<file path="src/rtl/uart_rx_pkg.sv">
// Shared definitions for the UART receive controller.
//   rx_state_t     : receiver FSM state encoding
//   PRESCALE_8/16/32 : the legal oversampling ratios
//   majority3()    : 2-of-3 vote used by the optional majority sampler
//   prescale_legal(): true when a prescale value is one of the legal ratios
package uart_rx_pkg;

  typedef enum logic [2:0] {
    IDLE   = 3'd0,
    START  = 3'd1,
    DATA   = 3'd2,
    PARITY = 3'd3,
    STOP   = 3'd4
  } rx_state_t;

  localparam logic [5:0] PRESCALE_8  = 6'd8;
  localparam logic [5:0] PRESCALE_16 = 6'd16;
  localparam logic [5:0] PRESCALE_32 = 6'd32;

  function automatic logic majority3(input logic a, input logic b, input logic c);
    return (a & b) | (a & c) | (b & c);
  endfunction

  function automatic logic prescale_legal(input logic [5:0] p);
    return (p == PRESCALE_8) || (p == PRESCALE_16) || (p == PRESCALE_32);
  endfunction

endpackage

</file>
<file path="src/rtl/uart_rx_ctrl_edge_bit_counter.sv">
// edge_bit_counter: oversampling edge counter and data-bit counter.
//   clk, rst    : clock, asynchronous active-high reset
//   enable      : count edges (frame in progress); counters clear while low
//   count_bits  : advance bit_cnt at each bit boundary (data phase)
//   prescale    : latched oversampling ratio for the current frame
//   edge_cnt    : position inside the current bit, 0..prescale-1
//   bit_cnt     : index of the data bit being received
//   bit_done    : high on the last edge of a bit (edge_cnt == prescale-1)
// Any prescale value wraps: edge_cnt visits every 6-bit value, so
// prescale-1 is always reached and a bit can never last forever.
module edge_bit_counter #(
  parameter int DATA_WIDTH = 8,
  parameter int BIT_W      = 3
) (
  input  logic             clk,
  input  logic             rst,
  input  logic             enable,
  input  logic             count_bits,
  input  logic [5:0]       prescale,
  output logic [5:0]       edge_cnt,
  output logic [BIT_W-1:0] bit_cnt,
  output logic             bit_done
);

  localparam logic [BIT_W-1:0] LAST_BIT = BIT_W'(DATA_WIDTH - 1);

  assign bit_done = enable && (edge_cnt == (prescale - 6'd1));

  // edge counter: runs during a frame, wraps at each bit boundary
  always_ff @(posedge clk or posedge rst) begin
    if (rst) begin
      edge_cnt <= 6'd0;
    end else if (!enable) begin
      edge_cnt <= 6'd0;
    end else if (bit_done) begin
      edge_cnt <= 6'd0;
    end else begin
      edge_cnt <= edge_cnt + 6'd1;
    end
  end

  // data bit counter: advances once per bit in the data phase
  always_ff @(posedge clk or posedge rst) begin
    if (rst) begin
      bit_cnt <= '0;
    end else if (!enable) begin
      bit_cnt <= '0;
    end else if (count_bits && bit_done) begin
      if (bit_cnt == LAST_BIT) begin
        bit_cnt <= '0;
      end else begin
        bit_cnt <= bit_cnt + {{(BIT_W-1){1'b0}}, 1'b1};
      end
    end else begin
      bit_cnt <= bit_cnt;
    end
  end

endmodule

</file>
<file path="src/rtl/uart_rx_ctrl.sv">
// uart_rx_ctrl: UART receive controller (start/data/parity/stop framing).
//   CLK, RST     : clock, asynchronous active-high reset
//   RX_IN        : serial line, idle high, already synchronised to CLK
//   Prescale     : oversampling ratio (8, 16 or 32), latched at frame start
//   PAR_EN       : frame carries a parity bit
//   PAR_TYP      : parity type, consumed by the external parity checker
//   par_err      : combinational result from the external parity checker
//   sampled_bit  : value of the bit currently being received
//   par_chk_en   : one-cycle strobe asking the parity checker for a result
//   P_DATA       : received data word, LSB first on the line
//   data_valid   : one-cycle pulse for a frame with no errors
//   par_err_flag : parity error of the last frame
//   stp_err      : stop bit of the last frame was 0
// Build option: define MAJORITY_SAMPLE_EN to vote 2-of-3 over the samples
// at edges Prescale/2-1, Prescale/2 and Prescale/2+1; otherwise the single
// sample at Prescale/2 is used. Timing is identical in both builds.
module uart_rx_ctrl #(
  parameter int DATA_WIDTH = 8
) (
  input  logic                  CLK,
  input  logic                  RST,
  input  logic                  RX_IN,
  input  logic [5:0]            Prescale,
  input  logic                  PAR_EN,
  input  logic                  PAR_TYP,
  input  logic                  par_err,
  output logic                  sampled_bit,
  output logic                  par_chk_en,
  output logic [DATA_WIDTH-1:0] P_DATA,
  output logic                  data_valid,
  output logic                  par_err_flag,
  output logic                  stp_err
);

  import uart_rx_pkg::*;

  localparam int BIT_W = (DATA_WIDTH > 1) ? $clog2(DATA_WIDTH) : 1;
  localparam logic [BIT_W-1:0] LAST_BIT = BIT_W'(DATA_WIDTH - 1);

  rx_state_t        state;
  rx_state_t        next_state;
  logic [5:0]       presc_lat;
  logic             presc_ok;
  logic [5:0]       edge_cnt;
  logic [BIT_W-1:0] bit_cnt;
  logic             bit_done;
  logic [5:0]       half;
  logic [5:0]       pt_mid;
  logic [5:0]       pt_late;
  logic [5:0]       pt_act;
  logic             start_entry;
  logic             in_frame;
  logic             samp_mid;
  logic             sample_value;

  // PAR_TYP goes straight to the parity checker; this block only carries it
  logic unused_par_typ;
  assign unused_par_typ = PAR_TYP;

  assign half        = {1'b0, presc_lat[5:1]};
  assign pt_mid      = half;
  assign pt_late     = half + 6'd1;
  assign pt_act      = half + 6'd2;
  assign start_entry = (state == IDLE) && !RX_IN;
  assign in_frame    = (state != IDLE);

  edge_bit_counter #(
    .DATA_WIDTH (DATA_WIDTH),
    .BIT_W      (BIT_W)
  ) u_counter (
    .clk        (CLK),
    .rst        (RST),
    .enable     (in_frame),
    .count_bits (state == DATA),
    .prescale   (presc_lat),
    .edge_cnt   (edge_cnt),
    .bit_cnt    (bit_cnt),
    .bit_done   (bit_done)
  );

  // FSM state register
  always_ff @(posedge CLK or posedge RST) begin
    if (RST) begin
      state <= IDLE;
    end else begin
      state <= next_state;
    end
  end

  // FSM next-state logic; every transition except IDLE->START is on a bit boundary
  always_comb begin
    next_state = state;
    case (state)
      IDLE: begin
        if (!RX_IN) begin
          next_state = START;
        end else begin
          next_state = IDLE;
        end
      end
      START: begin
        if (bit_done) begin
          // a start bit that reads back high was a line glitch
          next_state = sampled_bit ? IDLE : DATA;
        end else begin
          next_state = START;
        end
      end
      DATA: begin
        if (bit_done && (bit_cnt == LAST_BIT)) begin
          next_state = PAR_EN ? PARITY : STOP;
        end else begin
          next_state = DATA;
        end
      end
      PARITY: begin
        if (bit_done) begin
          next_state = STOP;
        end else begin
          next_state = PARITY;
        end
      end
      STOP: begin
        if (bit_done) begin
          next_state = IDLE;
        end else begin
          next_state = STOP;
        end
      end
      default: begin
        next_state = IDLE;
      end
    endcase
  end

  // latch the oversampling ratio for the whole frame
  always_ff @(posedge CLK or posedge RST) begin
    if (RST) begin
      presc_lat <= 6'd0;
      presc_ok  <= 1'b0;
    end else if (start_entry) begin
      presc_lat <= Prescale;
      presc_ok  <= prescale_legal(Prescale);
    end else begin
      presc_lat <= presc_lat;
      presc_ok  <= presc_ok;
    end
  end

  // centre sample, taken at edge Prescale/2
  always_ff @(posedge CLK or posedge RST) begin
    if (RST) begin
      samp_mid <= 1'b0;
    end else if (in_frame && (edge_cnt == pt_mid)) begin
      samp_mid <= RX_IN;
    end else begin
      samp_mid <= samp_mid;
    end
  end

`ifdef MAJORITY_SAMPLE_EN
  logic [5:0] pt_early;
  logic       samp_early;

  assign pt_early = half - 6'd1;

  // early sample, taken at edge Prescale/2-1
  always_ff @(posedge CLK or posedge RST) begin
    if (RST) begin
      samp_early <= 1'b0;
    end else if (in_frame && (edge_cnt == pt_early)) begin
      samp_early <= RX_IN;
    end else begin
      samp_early <= samp_early;
    end
  end

  // the late sample is the live line at edge Prescale/2+1
  assign sample_value = majority3(samp_early, samp_mid, RX_IN);
`else
  assign sample_value = samp_mid;
`endif

  // publish the bit value once all sample points have been seen
  always_ff @(posedge CLK or posedge RST) begin
    if (RST) begin
      sampled_bit <= 1'b0;
    end else if (in_frame && (edge_cnt == pt_late)) begin
      sampled_bit <= sample_value;
    end else begin
      sampled_bit <= sampled_bit;
    end
  end

  // shift data LSB first, one edge after sampled_bit settles
  always_ff @(posedge CLK or posedge RST) begin
    if (RST) begin
      P_DATA <= '0;
    end else if ((state == DATA) && (edge_cnt == pt_act)) begin
      P_DATA <= {sampled_bit, P_DATA[DATA_WIDTH-1:1]};
    end else begin
      P_DATA <= P_DATA;
    end
  end

  // parity strobe is high exactly on edge Prescale/2+2 of the parity bit
  always_ff @(posedge CLK or posedge RST) begin
    if (RST) begin
      par_chk_en   <= 1'b0;
      par_err_flag <= 1'b0;
    end else begin
      par_chk_en <= (state == PARITY) && (edge_cnt == pt_late);
      if (start_entry) begin
        par_err_flag <= 1'b0;
      end else if (par_chk_en) begin
        par_err_flag <= par_err;
      end else begin
        par_err_flag <= par_err_flag;
      end
    end
  end

  // stop bit check and frame-good pulse
  always_ff @(posedge CLK or posedge RST) begin
    if (RST) begin
      stp_err    <= 1'b0;
      data_valid <= 1'b0;
    end else begin
      // frames at an illegal ratio are never reported as good
      data_valid <= (state == STOP) && bit_done && presc_ok && !par_err_flag && !stp_err;
      if (start_entry) begin
        stp_err <= 1'b0;
      end else if ((state == STOP) && (edge_cnt == pt_act)) begin
        stp_err <= ~sampled_bit;
      end else begin
        stp_err <= stp_err;
      end
    end
  end

endmodule

</file>
<file path="config.mk">
export PLATFORM = sky130hd
export DESIGN_NAME = uart_rx_ctrl
export DESIGN_NICKNAME = d
export VERILOG_FILES = /design/src/rtl/uart_rx_pkg.sv /design/src/rtl/uart_rx_ctrl_edge_bit_counter.sv /design/src/rtl/uart_rx_ctrl.sv
export SDC_FILE = /design/constraint.sdc
export NUM_CORES = 1
export LEC_CHECK = 0
export BUFFER_PORTS_ARGS = -buffer_cell sky130_fd_sc_hd__buf_2
export CORE_MARGIN = 2
export CORE_UTILIZATION = 46
export CTS_CLUSTER_DIAMETER = 150
export DETAILED_ROUTE_END_ITERATION = 8
export PLACE_DENSITY = 0.72
export SYNTH_ARGS = -nofsm -noshare
export SYNTH_HDL_FRONTEND = slang
export SYNTH_SLANG_ARGS = --single-unit
</file>
<file path="constraint.sdc">
create_clock -name CLK -period 3.3 [get_ports CLK]
set_input_delay 0.33 -clock CLK [delete_from_list [all_inputs] [get_ports CLK]]
set_output_delay 0.33 -clock CLK [all_outputs]
set_load 0.05 [all_outputs]
</file>
* Word-level counts from Yosys, hierarchy flattened *
Index checks and enable logic that the tools add are counted.

word-level totals
  register bits = 33
  output and inout bits = 13
  logic and storage cells = 70

cells by class
  bitwise gates (word level) = 1
  reductions and logical operators = 22
  mux-type cells = 17
  equality and inequality tests = 13
  $add $sub $neg = 5

operators with widths
  operator                                                               count
  3-bit 2-to-1 mux                                                       7
  6-bit equality test                                                    3
  3-bit one-hot mux with 5 select lines                                  1
  1-bit logical AND                                                      13
  6-bit 2-to-1 mux                                                       2
  5-bit by 1-bit adder with 6-bit output, second input constant          1
  5-bit by 2-bit adder with 6-bit output, second input constant          1
  6-bit by 1-bit adder with 6-bit output, second input constant          1
  3-bit by 2-bit equality test with 1-bit output, second input constant  2
  3-bit equality test, second input constant                             2
  6-bit by 4-bit equality test with 1-bit output, second input constant  1
  6-bit by 5-bit equality test with 1-bit output                         1
  6-bit by 5-bit equality test with 1-bit output, second input constant  1
  6-bit equality test, second input constant                             1
  6-bit by 1-bit subtractor with 6-bit output, second input constant     1
  1-bit 2-to-1 mux                                                       5
  2-bit 2-to-1 mux                                                       2
  2-bit nonzero test                                                     2
  3-bit by 1-bit adder with 3-bit output, second input constant          1
  3-bit by 1-bit equality test with 1-bit output, second input constant  1
  1-bit zero test                                                        3
  3-bit zero test                                                        1
  3-bit nonzero test                                                     1
  1-bit logical OR                                                       2
  other kinds (2)                                                        2

* Longest topological paths before layout *
Gate-level depths: netlist (run 1).

  depth after elaboration = 7
  gate-level depth with buffers = 9

* Hierarchy *
From an unflattened synthesis (run 1), not the netlist that was laid out.

second synthesis, totals
  cells, all modules = 193
  area, all modules = 2,028.2 µm²

modules (own cells, without submodules)
  module            times used  area an instance (µm²)  cells an instance
  uart_rx_ctrl      1           1,418.9                 126
  edge_bit_counter  1           609.3                   67

* Least setup slack after synthesis (run 1) *
Ideal clock, no wire load.

  path kind = register -> register
  start point = register presc_lat[2]
  end point = register P_DATA[0]
  path buffers = 2
  slack = 0.945 ns
  data arrival time = 2.230 ns
  stages on the path, launching flop included = 9
  clock period less this slack = 2.355 ns
  cells stage by stage = dfrtp_1 -> ha_1 -> buf_6 -> o21ba_4 -> a221oi_2 -> a21oi_1 -> or4_4 -> buf_6 -> mux2_4

on the way
  cells in the longest elaborated chain, start to end = 3

ends and longest elaborated chain
  element                                 line                 RTL
  from (decl)                             uart_rx_ctrl.sv:42   logic [5:0] presc_lat;
  from (signal assigned)                  uart_rx_ctrl.sv:142  presc_lat <= Prescale;
  from (signal assigned)                  uart_rx_ctrl.sv:145  presc_lat <= presc_lat;
  5-bit by 2-bit adder with 6-bit output  uart_rx_ctrl.sv:63   assign pt_act = half + 6'd2;
  6-bit equality test                     uart_rx_ctrl.sv:199  end else if ((state == DATA) && (edge_cnt == pt_act)) begin
  1-bit logical AND                       uart_rx_ctrl.sv:199
  to (signal assigned)                    uart_rx_ctrl.sv:200  P_DATA <= {sampled_bit, P_DATA[DATA_WIDTH-1:1]};
  to (decl)                               uart_rx_ctrl.sv:29   output logic [DATA_WIDTH-1:0] P_DATA,

Every way passes these cells.
A chain may end at the register's enable or synchronous reset.

* Worst setup path after layout (run 1) *
  start point = register presc_lat[3]
  end point = register P_DATA[7]

Same word-level chain as after synthesis.

==> metrics.md, run 1 <==
| Metric | Value |
|---|---|
| Clk_lat worst skew | approximately 280 ps |
| Die width | 70.4 um |
| Initial antenna violation count | 0 |
| Skew final | 8.10 ps |
| Final-layout fill cell count | 422 |
| Largest net degree at the start of global routing | 34 |
| Layout area overhead | 11.3% |
| Die span in y | a little over 70 um |
| Endpoint type of the worst setup path | flip-flop |
| CP Max Fanout | 9 |
| Antenna Cells | 0 |
| Most common cell after layout, fill and taps aside | dfrtp_1 |
| Clk pin slew, worst setup/hold paths | about 70 ps |
| Hold_ws | 133 ps |
| Peak supply drop | between 400 and 500 uV |
| Die area | between 4000 and 5000 um^2 |
| Startpoint types | flip-flop |
| Run status | complete, no violations |
| MaxCap Viol Count | 0 |
| Post-synth EDFFs | 0 |
| Minimum clock period | 2530 ps |
| DRC viols | 0 |
| Post-Syn Area | roughly 2000 um^2 |
| WP data required | roughly 3500 ps |
| Row cnt | 24 |
| Fin crit share | between 70% and 80% |
| Post-place setup slack | 781 ps |
| Yosys warnings | 0 |
| DR vias | 1,555 |
| CP arrival | around 2700 ps |
| GP Congestion | slightly below 0.8 |
| Post-route setup TNS | 0 ps |
| GR Overflow Total | 0 |
| 1st-iter DRT viols | about 120 |
| CTS buffer count | 5 |
| Vias in the first global route | 1,458 |
| Slew HR | about three fifths |
| DR vias/cell | 5.61 |
| Fmax | ~0.39 GHz |
| GRT Total Usage | 17.6% |
| Sequential share of the synthesized area | around two fifths |
| Htree depth | 2 |
| Post-synthesis cell type count | 47 |
| CTS sink count | 33 |
| Synth Register Bits | 33 |
| Post-DP HPWL | between 2 and 3 mm |
| CTS tree | done |
| Final WL | 3.96 mm |
| Share of cells above drive strength 1 | a little under a quarter |
| Cells after synthesis | around 200 |
| Leak | ~1.1 nW |
| FFs w/ async S/R, synth | 100% |
| Max Slew Vio Count | 0 |
| Final Net Count | about 250 |
| Drt pass-1 iters | 4 |
| Post-CTS sizing | 0 |
| Mapped Avg Cell Area | around 10 um^2 |
| Average routed wire per standard cell | between 10 and 15 um |
| First-pass GRT wire length | 6.96 mm |
| Hold Path Class | in2async |
| Post-DRT Antenna Nets | 0 |
| RSZ-0062 raised after global routing | false |
| Crit path kind | reg2reg |
| Most frequent cells in the layout | 33 x dfrtp_1, 23 x buf_2, 21 x nand2_1 |
| Deepest clock path buffer count | 2 |
| Clock root buffer master | clkbuf_8 |
| Core footprint | 4290 um^2 |
| Fin. Hold Viols | 0 |
| Starting Density | a little under half |
| PD cells | 849 nW/um^2 |
| Syn Nets | ~220 |
| Post-CTS Repair Setup Buffers | 0 |
| Port Buffer Count | 23 |
| Worst-Margin Slew | 581 ps |
| Post-route worst setup slack | between 700 and 800 ps |
| # IOs | 25 |
| Top_reg_cell synth | dfrtp_1 |
| Hold buffers post-CTS | 0 |
| Final setup vio count | 0 |
## per-layer routing
layer	track usage, %	wire [um]	part of all wire, %	vias to the layer above
li1	-	-	-	755
met1	25.4	1970	50	762
met2	25.9	1800	45	36
met3	5.48	186	4.7	2
met4	3.63	11	0.28	0
met5	0	0	0	-
## cell type report
class	instances	area [um^2]	area share, %
sequential	33	826	36.5
tap	52	65.1	2.88
inverter	8	30.0	1.33
clock inverter	2	10.0	0.443
multi-input combinational	149	1110	49.2
clock buffer	6	72.6	3.21
timing repair buffer	27	145	6.42
## cells by family (layout without fill, tap and decap cells)
group	Yosys count	count (layout)	share of synthesized area (%)
multiplexers	12	12	8.01
adder cells (fa/ha/maj)	9	9	5.55
flip-flops	33	33	40.7
buffers and inverters	19	43	4.93
AND/OR/NAND/NOR	73	73	19.3
AO/OA/AOI/OAI	31	31	11.2
XOR/XNOR	24	24	10.4
## registers in the layout, summed over array words and instances (netlist names)
register,count
stp_err,1
presc_ok,1
u_counter.bit_cnt,3
data_valid,1
u_counter.edge_cnt,6
samp_mid,1
par_err_flag,1
presc_lat,6
sampled_bit,1
P_DATA,8
state,3
par_chk_en,1
## power by group
part	total [mW]	internal (mW)	switching (mW)
clock network	0.284	0.146	0.138
registers	0.711	0.507	0.204
logic	0.924	0.418	0.506
total	1.92	1.07	0.848
## Yosys cell counts (2+ instances only)
| cell | n | area (um^2) |
|---|---|---|
| clkbuf_1 | 5 | 18.8 |
| nand3b_1 | 2 | 15.0 |
| mux2_2 | 2 | 22.5 |
| nand2_1 | 21 | 78.8 |
| ha_1 | 9 | 113 |
| o211ai_1 | 4 | 30.0 |
| mux2_4 | 8 | 120 |
| mux2i_1 | 2 | 20.0 |
| buf_6 | 3 | 33.8 |
| o21a_1 | 2 | 15.0 |
| or4_1 | 3 | 22.5 |
| nor3_1 | 12 | 60.1 |
| nand3_1 | 8 | 40.0 |
| buf_2 | 2 | 10.0 |
| o21ai_0 | 10 | 50.1 |
| xnor2_1 | 12 | 105 |
| nor4_1 | 2 | 12.5 |
| and3_1 | 4 | 25.0 |
| a21oi_1 | 4 | 20.0 |
| dfrtp_1 | 33 | 826 |
| nand2b_1 | 3 | 18.8 |
| nor2_1 | 7 | 26.3 |
| xor2_1 | 12 | 105 |
| inv_1 | 8 | 30.0 |
## worst paths after layout
path | startpoint | endpoint | slack [ps] | cells after the start
max | presc_lat[3] | P_DATA[7] | 770 | 6
min in group CLK | Prescale[5] | presc_lat[5] | 280 | 3
min reg2reg | samp_mid | sampled_bit | 510 | 1
min | RST | P_DATA[5] | 130 | 3
max reg2reg | presc_lat[3] | P_DATA[7] | 770 | 6
max in group asynchronous | RST | presc_lat[0] | 2860 | 3
## metrics by stage
stage | utilization, % | instance area, um^2 | instances | power [mW]
global placement | 50.7 | 2180 | 269 | 1.61
global route | 52.6 | 2260 | 277 | 2.08
detailed placement | 50.7 | 2180 | 269 | 1.64
floorplan | - | 2030 | 201 | 1.44
CTS | 52.6 | 2260 | 277 | 1.93
finish | 52.6 | 2260 | 277 | 1.92
## worst max-delay path, stage by stage (launching register included)
cell and delay, ps:
dfrtp_1 510, ha_1 350, o21ba_4 230, a221oi_2 250, a21oi_1 110, or4_4 650, mux2_4 330
Note: power is estimated with default switching activity, not from simulation.
==> run 2: changes to the inputs <==
ABC_AREA = 1   (was not set)
PLACE_DENSITY = 0.74   (was 0.72)
clock period = 2.1 ns   (was 3.3 ns; I/O delays follow)
==> run 2 against run 1 <==
The run now ends with hold timing left. Routed wire length is 16% higher. Clock skew hardly changed. Sequential cell count stayed put. Total power is 78% higher. First-iteration DRC count is 2.6% lower. Sequential share of layout area is 2.9 points lower. Global-route usage is 2.3 points higher. Combinational power is 94% higher. Fmax is 36% higher. Largest cell class unchanged.
==> metrics.md, run 2 <==
| Metric | Value |
|---|---|
| Slew HR | 71.6% (+11 points) |
| Cell Chain, Critical Path | buf_4 > ha_1 > nand3_1 > xor2_1 > nand2_2 > nor2_8 > nand2_4 > nand2_1 > nand2_1 |
| CP max stage delay | 380 ps (-270 ps) |
| Core footprint | 4440 um^2 (+3.5%) |
| Most common cell after layout, fill and taps aside | nand2_1 |
| Initial antenna violation count | 0 (unchanged) |
| CTS sink count | 33 (unchanged) |
| CTS buffer count | 5 (unchanged) |
| Most instantiated cells after synthesis | 116 x nand2_1, 33 x dfrtp_1, 33 x inv_1, 31 x nand3_1, 23 x nor2_1 |
| Final Net Count | 357 (+46%) |
| Number of flip-flops in the largest register | 8 (unchanged) |
| Sequential share of the synthesized area | 38.3% (-2.3 points) |
| Most frequent cells in the layout | 116 x nand2_1, 33 x dfrtp_1, 32 x inv_1 |
| Die span in y | 72.4 um (+2.8%) |
| Share of cells above drive strength 1 | 14.8% (-7.8 points) |
| Die width | 72.4 um (+2.8%) |
| Post-DP HPWL | 3.50 mm (+20%) |
| Starting Density | 48.5% (+1.2 points) |
| Cells after synthesis | 308 (+53%) |
| Crit path kind | reg2reg |
| MaxCap Viol Count | 0 (unchanged) |
| Peak supply drop | 806 uV (+69%) |
| GP Congestion | 0.922 (+16%) |
| Fin crit share | 88.5% (+12 points) |
| GRT Total Usage | 19.8% (+2.3 points) |
| Average routed wire per standard cell | 11.8 um (-17%) |
| Count leader, synth | nand2_1 |
| Run status | finished with violations |
| RSZ-0062 raised after global routing | false |
| Failing checks | hold timing |
| PD cells | 1390 nW/um^2 (+63%) |
| First-pass GRT wire length | 8.18 mm (+17%) |
| Hold Path Class | in2async |
| Clock root buffer master | clkbuf_8 |
| Largest net degree at the start of global routing | 34 (unchanged) |
| Crit path top cell by count | nand2_1 |
| Top_reg_cell synth | dfrtp_1 |
| Syn Nets | 329 (+48%) |
| Htree depth | 2 (unchanged) |
| Port Buffer Count | 23 (unchanged) |
| Leak | 1.39 nW (+27%) |
| Critical-path top delay cell | dfrtp_1 |
| Fmax | 0.538 GHz (+36%) |
| Post-Syn Area | 2150 um^2 (+6.0%) |
| Endpoint type of the worst setup path | flip-flop |
| Mapped Avg Cell Area | 6.99 um^2 (-31%) |
| CP arrival | 2040 ps (-660 ps) |
| Die area | 5240 um^2 (+5.7%) |
| Yosys warnings | 0 (unchanged) |
| Post-DRT Antenna Nets | 0 (unchanged) |
| Hold_ws | -2.08 ps (-135 ps) |
| # IOs | 25 (unchanged) |
| Largest regs | P_DATA (8), presc_lat (6), u_counter.edge_cnt (6) |
| DR vias/cell | 5.00 (-11%) |
| DR vias | 1,946 (+25%) |
| Minimum clock period | 1860 ps (-673 ps) |
| Top cell type's share of synthesized area | 38.3% (-2.3 points) |
| Final WL | 4.61 mm (+16%) |
| FFs w/ async S/R, synth | 100% (unchanged) |
| 1st-iter DRT viols | 114 (-2.6%) |
| Biggest area consumer among synthesized cells | dfrtp_1 |
| Post-synthesis cell type count | 26 (-45%) |
| Vias in the first global route | 1,856 (+27%) |
| Final-layout fill cell count | 438 (+3.8%) |
| Synth top area cells | dfrtp_1 38%, nand2_1 20%, nand3_1 7.2% |
| WP data required | 2280 ps (-1190 ps) |
| Deepest clock path buffer count | 2 (unchanged) |
| Post-synth EDFFs | 0 (unchanged) |
| Clk pin slew, worst setup/hold paths | 60 ps (about the same) |
| Startpoint types | flip-flop |
| Antenna Cells | 0 (unchanged) |
| Clk_lat worst skew | 290 ps (about the same) |
| CP Max Fanout | 10 (+1) |
| Final setup vio count | 0 (unchanged) |
| Row cnt | 24 (unchanged) |
| Post-route setup TNS | 0 ps (unchanged) |
| Placement Cell Area | 2340 um^2 (+7.4%) |
| Worst-Margin Slew | 425 ps (-156 ps) |
| Fin area | 2450 um^2 (+8.6%) |
| Fin. Hold Viols | 3 (+3) |
| Largest register by flop count | P_DATA |
| Max Slew Vio Count | 0 (unchanged) |
| Skew final | 7.63 ps (-0.472 ps) |
| GR Overflow Total | 0 (unchanged) |
| Layout area overhead | 14.0% |
| DRC viols | 0 (unchanged) |
| Synth Register Bits | 33 (unchanged) |
| CTS tree | done |
| Drt pass-1 iters | 4 (unchanged) |
-- run 2: power breakdown --
part           internal, mW  switching, mW  leakage, nW
logic                 0.628           1.16        0.895
clock network         0.387          0.227       0.0585
registers             0.796          0.209        0.437
total                  1.81           1.60         1.39
-- run 2: cells by family (layout without fill, tap and decap cells) --
family,after synthesis,in the layout,synth area share (%)
and+or+nand+nor,197,197,40.2
xor gates and xnor gates,12,12,4.88
DFF,33,33,38.3
AOI/OAI and AO/OA,13,13,3.25
buffers and inverters,44,73,8.13
adders and majority gates,9,9,5.23
-- run 2: final timing paths --
| check | from | to | slack, ps | cells past startpoint |
|---|---|---|---|---|
| max | presc_lat[3] | P_DATA[1] | 240 | 9 |
| min | RST | u_counter.edge_cnt[2] | -2 | 3 |
| max reg2reg | presc_lat[3] | P_DATA[1] | 240 | 9 |
| min reg2reg | P_DATA[0] | P_DATA[0] | 470 | 2 |
| max in group asynchronous | RST | presc_lat[5] | 1790 | 3 |
| min in group CLK | par_err | par_err_flag | 150 | 3 |
-- run 2: metal layers --
layer	up-vias	wire [um]	GRT usage, %
met3	5	184	3.47
met1	881	2190	25.2
met4	0	52	5.97
met2	38	2180	34.5
li1	1022	-	-
met5	-	0	0
-- run 2: cell type report --
class                   count  area, um^2  share of cell area (%)
flip-flops and latches     33         826                    33.6
repair buffers             29         160                    6.52
multi-input cells         231        1150                    46.9
clock buffers               7        86.3                    3.52
clock inverters             1        30.0                    1.22
well taps                  52        65.1                    2.65
inverters                  36         135                    5.50
-- run 2: stage by stage --
stage	hold slack (ps)	utilization, %	std cells	power (mW)	worst slack [ps]
2_1_floorplan	331	-	308	2.40	405
3_3_place_gp	323	52.6	381	2.75	237
3_5_place_dp	329	52.6	381	2.79	210
4_1_cts	17.5	55.2	389	3.41	197
5_1_grt	56.2	55.2	389	3.73	16.5
6_report	-2.08	55.2	389	3.41	241
-- run 2: timing repair --
action | in CTS | in global routing
buffers inserted | 0 | 0
setup endpoints to repair | 0 | 3
hold buffers | 0 | 0
gates resized for setup | 0 | 1
-- run 2: worst max-delay path, delay by kind of cell, from the launching register on --
family / cells / cell delay [ps]
and+or+nand+nor: 6 / 750
DFF: 1 / 380
adders and majority gates: 1 / 250
xor gates and xnor gates: 1 / 190
buffers and inverters: 1 / 170
